## config.mk

```make
export PLATFORM = sky130hd
export DESIGN_NAME = struct_update_arbiter
export DESIGN_NICKNAME = d
export VERILOG_FILES = /design/src/rtl/struct_update_arbiter.sv
export SDC_FILE = /design/constraint.sdc
export NUM_CORES = 1
export LEC_CHECK = 0
export CAP_MARGIN = 20
export CORE_UTILIZATION = 40
export DETAILED_ROUTE_END_ITERATION = 8
export GPL_TIMING_DRIVEN = 0
export PLACE_DENSITY = 0.75
export SLEW_MARGIN = 20
export SYNTH_ARGS = -nofsm -noshare
export SYNTH_HDL_FRONTEND = slang
export SYNTH_SLANG_ARGS = --single-unit
```

## constraint.sdc

```tcl
create_clock -name clock -period 4 [get_ports clock]
set_clock_uncertainty 0.1 [all_clocks]
set_input_delay 0.4 -clock clock [delete_from_list [all_inputs] [get_ports clock]]
set_output_delay 0.4 -clock clock [all_outputs]
set_load 0.02 [all_outputs]
```

## src/rtl/struct_update_arbiter.sv

```systemverilog
// Round-robin arbiter owning one shared x/y/z struct register with a 3-cycle clear.
// Define STRUCT_UPDATE_ARBITER_ERR_EN to enable the sticky invalid-slot err flag.
module struct_update_arbiter #(
  parameter int N_REQ = 3,
  parameter int CNT_W = 16
) (
  input  logic                  clock,
  input  logic                  reset_n,
  input  logic [N_REQ-1:0]      req_valid,
  output logic [N_REQ-1:0]      req_ready,
  input  logic [2*N_REQ-1:0]    req_slot,
  input  logic [3*N_REQ-1:0]    req_mask,
  input  logic [24*N_REQ-1:0]   req_data,
  input  logic                  clear_req,
  output logic                  busy,
  output logic [71:0]           state_o,
  output logic [CNT_W-1:0]      commit_count,
  output logic                  err
);

  localparam int PW = (N_REQ > 1) ? $clog2(N_REQ) : 1;

  typedef struct packed {
    logic [7:0] a;
    logic [7:0] b;
    logic [7:0] c;
  } inner_t;

  typedef struct packed {
    inner_t x;
    inner_t y;
    inner_t z;
  } outer_t;

  typedef enum logic [1:0] {
    IDLE,
    CLR_X,
    CLR_Y,
    CLR_Z
  } st_e;

  st_e             st_q, st_d;
  outer_t          os_q, os_d;
  logic [CNT_W-1:0] cnt_q, cnt_d;
  logic [PW-1:0]   ptr_q, ptr_d;
  logic [PW-1:0]   win;
  logic            hit;
  logic            arb_en;
  logic            hs;
  logic [1:0]      w_slot;
  logic [2:0]      w_mask;
  inner_t          w_data;

  function automatic inner_t merge(
    input inner_t   o,
    input logic [2:0] m,
    input inner_t   d
  );
    inner_t r;
    r   = o;
    if (m[2]) r.a = d.a;
    if (m[1]) r.b = d.b;
    if (m[0]) r.c = d.c;
    return r;
  endfunction

  // first valid requester at or after the pointer, wrapping
  always_comb begin
    int idx;
    hit = 1'b0;
    win = '0;
    idx = 0;
    for (int k = 0; k < N_REQ; k++) begin
      idx = (int'(ptr_q) + k) % N_REQ;
      if (!hit && req_valid[idx]) begin
        hit = 1'b1;
        win = PW'(idx);
      end
    end
  end

  assign arb_en = reset_n && (st_q == IDLE) && !clear_req;
  assign hs     = arb_en && hit;
  assign w_slot = req_slot[2*int'(win) +: 2];
  assign w_mask = req_mask[3*int'(win) +: 3];
  assign w_data = req_data[24*int'(win) +: 24];

  always_comb begin
    req_ready = '0;
    if (hs) req_ready = N_REQ'(1) << win;
  end

  always_comb begin
    ptr_d = ptr_q;
    if (hs) begin
      if (int'(win) == N_REQ - 1) ptr_d = '0;
      else                        ptr_d = win + PW'(1);
    end
  end

  always_comb begin
    st_d = st_q;
    busy = (st_q != IDLE);
    unique case (st_q)
      IDLE:  if (clear_req) st_d = CLR_X;
      CLR_X: st_d = CLR_Y;
      CLR_Y: st_d = CLR_Z;
      CLR_Z: st_d = IDLE;
      default: st_d = IDLE;
    endcase
  end

  always_comb begin
    os_d  = os_q;
    cnt_d = cnt_q;
    unique case (st_q)
      CLR_X: os_d.x = '0;
      CLR_Y: os_d.y = '0;
      CLR_Z: os_d.z = '0;
      default: begin
        if (hs && w_slot != 2'd3) begin
          unique case (w_slot)
            2'd0:    os_d.x = merge(os_q.x, w_mask, w_data);
            2'd1:    os_d.y = merge(os_q.y, w_mask, w_data);
            default: os_d.z = merge(os_q.z, w_mask, w_data);
          endcase
          if (cnt_q != '1) cnt_d = cnt_q + CNT_W'(1);
        end
      end
    endcase
  end

  always_ff @(posedge clock or negedge reset_n) begin
    if (!reset_n) begin
      st_q  <= IDLE;
      os_q  <= '0;
      cnt_q <= '0;
      ptr_q <= '0;
    end else begin
      st_q  <= st_d;
      os_q  <= os_d;
      cnt_q <= cnt_d;
      ptr_q <= ptr_d;
    end
  end

  assign state_o      = os_q;
  assign commit_count = cnt_q;

`ifdef STRUCT_UPDATE_ARBITER_ERR_EN
  logic err_q, err_d;

  always_comb begin
    err_d = err_q;
    if (hs && w_slot == 2'd3) err_d = 1'b1;
    if (st_q == CLR_Z)        err_d = 1'b0;
  end

  always_ff @(posedge clock or negedge reset_n) begin
    if (!reset_n) err_q <= 1'b0;
    else          err_q <= err_d;
  end

  assign err = err_q;
`else
  assign err = 1'b0;
`endif

endmodule

```

==> results list <==
* Switching pwr: 1.76 mW
- Drt pass-1 iters: 4
- Overflow left after global routing: 0
* Number of antenna violations at the first check in global routing: 0
- The share of total power dissipated in sequential elements is 0.283.
- Area of the mapped netlist: 0.00463 mm^2
- The via count of the first global-routing pass was 4562.
- STA classifies the critical path startpoint as a flip-flop.
- The flow ran to the end, and the final reports show no timing, DRC or antenna violations.
* Critical Path Slowest Stage Cell: sky130_fd_sc_hd__clkdlybuf4s50_1
- Count of unresolved DRC violations after routing: 0
- The largest single stage delay on the critical path is 610 ps.
- Final Net Count: 759
- Hold WC Path Type: flip-flop to flip-flop
- Share of synthesized registers carrying an async set or reset: 1.00
- Entering global routing, the biggest net connects 53 pins.
* Total wirelength of the detailed-routed design: 15100 um
- Avg Cell Area, Syn: 10.1 um^2
- After detailed routing, the average wire length per cell comes to 18.9 um.
* Sequential cell area fraction in the yosys report: 0.497
- Worst EP required: 3500 ps
- Die W: 110 um
* Total count of hold-check failures in the final report: 0
- Die Outline Area: 0.0120 mm^2
- The synthesized design spends more area on one cell type than any other, namely sky130_fd_sc_hd__dfrtp_1.
- In this run, synthesis produced a sequential element count of 92.
- Clock period minus worst slack: 3890 ps
- Together, buffers and inverters on the worst path number 5.
- Setup slack on the worst flop-to-flop path: 230 ps
- The library cell used most frequently in the layout, excluding fill and tap cells, is sky130_fd_sc_hd__clkdlybuf4s50_1.
* Share of power burned in combinational logic: 0.514
- The H-tree was split into 3 levels.
* Origin of the worst min-delay path: state_o[12]
- Share of layout cells above drive strength 1: 0.0740
- Worst path cell trace: inv_1, ha_1, a22o_1, a22o_1, o21ai_4, buf_6, clkbuf_4, clkbuf_4, nor2b_1, clkdlybuf4s50_1
- The worst register-to-register path ends at commit_count[11].
* Setup CP Type: flip-flop to primary output
- The finished layout holds 802 standard cells, fillers aside.
- First-pass GRT wire length: 23300 um
- Measured in cells, the most critical reg-to-reg path has a length of 13.
* Yosys warnings: 0
* Critical Path AT: 3390 ps
- In this run, placement finished with an instance count of 782.
* Type of element capturing the critical path: primary output
* Site row count: 38
- The region available for standard cell placement spans 0.0111 mm^2.
- The tree built by TritonCTS fans out to 92 sinks.
- At the later pin of the worst-skew pair, clock insertion delay measures 340 ps.
- Transition at the pin with the smallest max-transition slack: 809 ps
- Cell internal power dissipation: 2.37 mW
- The count of buffers added on input and output ports is 184.
- The detailed router placed 4400 vias in this run.
* Layout Cell Area excl Fill: 0.00704 mm^2
* Total global-route track usage: 0.260
- At the placement stage, the worst setup path has a slack of -446 ps.
- Setup violations remaining at the end of the flow were counted as 0.
* Period utilisation layout: 0.972
- After technology mapping, the gate count stands at 457.
* Most frequently used flop master after synthesis: sky130_fd_sc_hd__dfrtp_1
- After detailed placement, the total cell area comes to 0.00667 mm^2.
- Max-cap check violation count: 0
- Along the worst path, the maximum fanout reaches 10.
- Length of routed met2 wiring: 7420 um
* Max-slew violation count: 0
- Synthesis-to-layout area growth: 52.2%
- Max layer used: met4
- Measured along the y axis, the die boundary spans 110 um.
- Once layout is complete, the utilization of the core stands at 0.636.
- Of the total power, the share spent switching nets is 0.426.
- Residual antenna-violating net count after detailed routing: 0
- Summed over all nets, wire length on met3 after detailed routing comes to 1200 um.
- Number of fill cells: 920
- Routed vias/inst: 5.49
- The top cell types in the final layout, fill and taps aside, are 183 x sky130_fd_sc_hd__clkdlybuf4s50_1, 92 x sky130_fd_sc_hd__dfrtp_1, 88 x sky130_fd_sc_hd__nand2_1, 35 x sky130_fd_sc_hd__o2bb2ai_1.
- TritonCTS created 9 clock buffers.
- In this run, the number of DRC markers left after iteration 0 of detailed routing was 171.
- The detailed router put a total of 6160 um of wire on met1.
* Clock tree from TritonCTS: done
- Area share of the largest cell type after synthesis: 0.497
- In this run, synthesis inferred 0 flip-flops with an integrated enable.
* Maximum achievable frequency: 257 MHz
* Worst Hold End: state_o[12]
- Leak Pwr: 2.99 nW
- After synthesis, the cell types taking the most area are sky130_fd_sc_hd__dfrtp_1 50%, sky130_fd_sc_hd__nand2_1 7.1%, sky130_fd_sc_hd__mux2i_1 6.9%.
* Clock power share: 0.203
- For this design the ratio of total power to cell area is 586 mW/mm^2.
- Worst r2r src: ptr_q[0]
- The number of nets handed over by synthesis was 559.
* Diodes inserted: 0
* Initial cell density of the core: 0.418
- Weighted congestion reported at the end of routability-driven placement: 0.899
- In this run, distinct cell masters in the synthesized netlist total 47.
* Worst max-slew margin expressed relative to the limit: 0.460
- Least setup slack across all paths after layout: 111 ps
- Sum Neg Setup Slack: 0 ps
- In this run the clock root is driven by a sky130_fd_sc_hd__clkbuf_16.
* Worst supply voltage drop on vdd: 0.000302 V
* Clock slew at the register clock pins of the worst setup and hold paths: 70 ps
* Bufs on Longest Clock Path: 2
* DP HPWL: 11300 um
* Worst Hold Path Cells: 1
- Cell family with the largest share of critical-path delay: buffers and inverters
- During I/O placement, the number of pins put on the boundary was 186.
stage by stage:
stage / hold WS [ps] / total power [mW]
2_1_floorplan: 4.41 / 2.40
3_3_place_gp: 371 / 3.15
3_5_place_dp: 322 / 3.20
4_1_cts: 391 / 4.07
5_1_grt: 406 / 4.37
6_report: 389 / 4.13
logic make-up after synthesis:
kind of cell / count (synthesis) / synth area share
simple gates: 143 / 0.141
compound gates: 120 / 0.182
flops: 92 / 0.497
mux: 42 / 0.0935
buf+inv: 35 / 0.0324
xor+xnor: 15 / 0.0284
fa+ha+maj: 9 / 0.0243
other cells: 1 / 0.000810
power groups by stage:
stage                     clock network, mW  registers [mW]  logic (mW)
after floorplan                           0            1.32        1.08
after detailed placement                  0            1.18        2.02
after global routing                  0.876            1.19        2.30
final                                 0.837            1.17        2.12
after CTS                             0.840            1.17        2.06
after global placement                    0            1.18        1.97
sequential cells by signal, summed over array words and instances (netlist names):
| register | count |
|---|---|
| state_o | 72 |
| st_q | 2 |
| ptr_q | 2 |
| commit_count | 16 |
repair_timing:
action | 4_1_cts | 5_1_grt
hold buffers | 1 | 0
endpoints found under the hold margin | 41 | 0
pin swaps | 1 | 2
gates resized for setup | 11 | 12
endpoints found under the setup margin | 3 | 52
setup buffers | 0 | 3
layer usage:
metal | track usage | up-vias
met5 | 0 | -
li1 | - | 2057
met4 | 0.0981 | 0
met3 | 0.0676 | 24
met2 | 0.427 | 174
met1 | 0.330 | 2145
worst max path at each step:
stage / startpoint / endpoint / slack (ps) / cells past startpoint
global route: ptr_q[0] / req_ready[2] / -30 / 10
detailed placement: req_valid[1] / req_ready[2] / -450 / 9
global placement: reset_n / commit_count[11] / -3020 / 9
CTS: ptr_q[0] / req_ready[2] / 30 / 10
floorplan: ptr_q[0] / req_ready[0] / 670 / 8
finish: ptr_q[0] / req_ready[2] / 110 / 10
final cells by class:
type,instances,area [um^2],area share
Buffer,26,144,0.0204
Timing Repair Buffer,189,1900,0.270
Inverter,9,33.8,0.00480
Multi-Input combinational cell,330,2200,0.312
Clock inverter,6,52.6,0.00746
Clock buffer,10,239,0.0339
Sequential cell,92,2300,0.327
Tap cell,140,175,0.0249
synth_stat cells (2+ instances only):
cell type	n
sky130_fd_sc_hd__nand2b_1	3
sky130_fd_sc_hd__inv_1	9
sky130_fd_sc_hd__nor2b_1	4
sky130_fd_sc_hd__o2bb2ai_1	35
sky130_fd_sc_hd__nand3_1	9
sky130_fd_sc_hd__o21a_1	3
sky130_fd_sc_hd__and3_1	2
sky130_fd_sc_hd__nor2_1	11
sky130_fd_sc_hd__nor3_1	5
sky130_fd_sc_hd__o22ai_1	32
sky130_fd_sc_hd__o21ai_0	29
sky130_fd_sc_hd__and2_1	3
sky130_fd_sc_hd__mux2i_1	32
sky130_fd_sc_hd__a2bb2o_1	5
sky130_fd_sc_hd__buf_4	2
sky130_fd_sc_hd__nor3b_1	2
sky130_fd_sc_hd__nand4_1	8
sky130_fd_sc_hd__dfrtp_1	92
sky130_fd_sc_hd__xnor2_1	14
sky130_fd_sc_hd__a22o_1	2
sky130_fd_sc_hd__buf_1	3
sky130_fd_sc_hd__mux2_2	10
sky130_fd_sc_hd__o21ai_1	4
sky130_fd_sc_hd__clkbuf_1	17
sky130_fd_sc_hd__a21oi_1	2
sky130_fd_sc_hd__nand2_1	88
sky130_fd_sc_hd__buf_2	3
sky130_fd_sc_hd__ha_1	9
(Power assumes the default switching activity.)
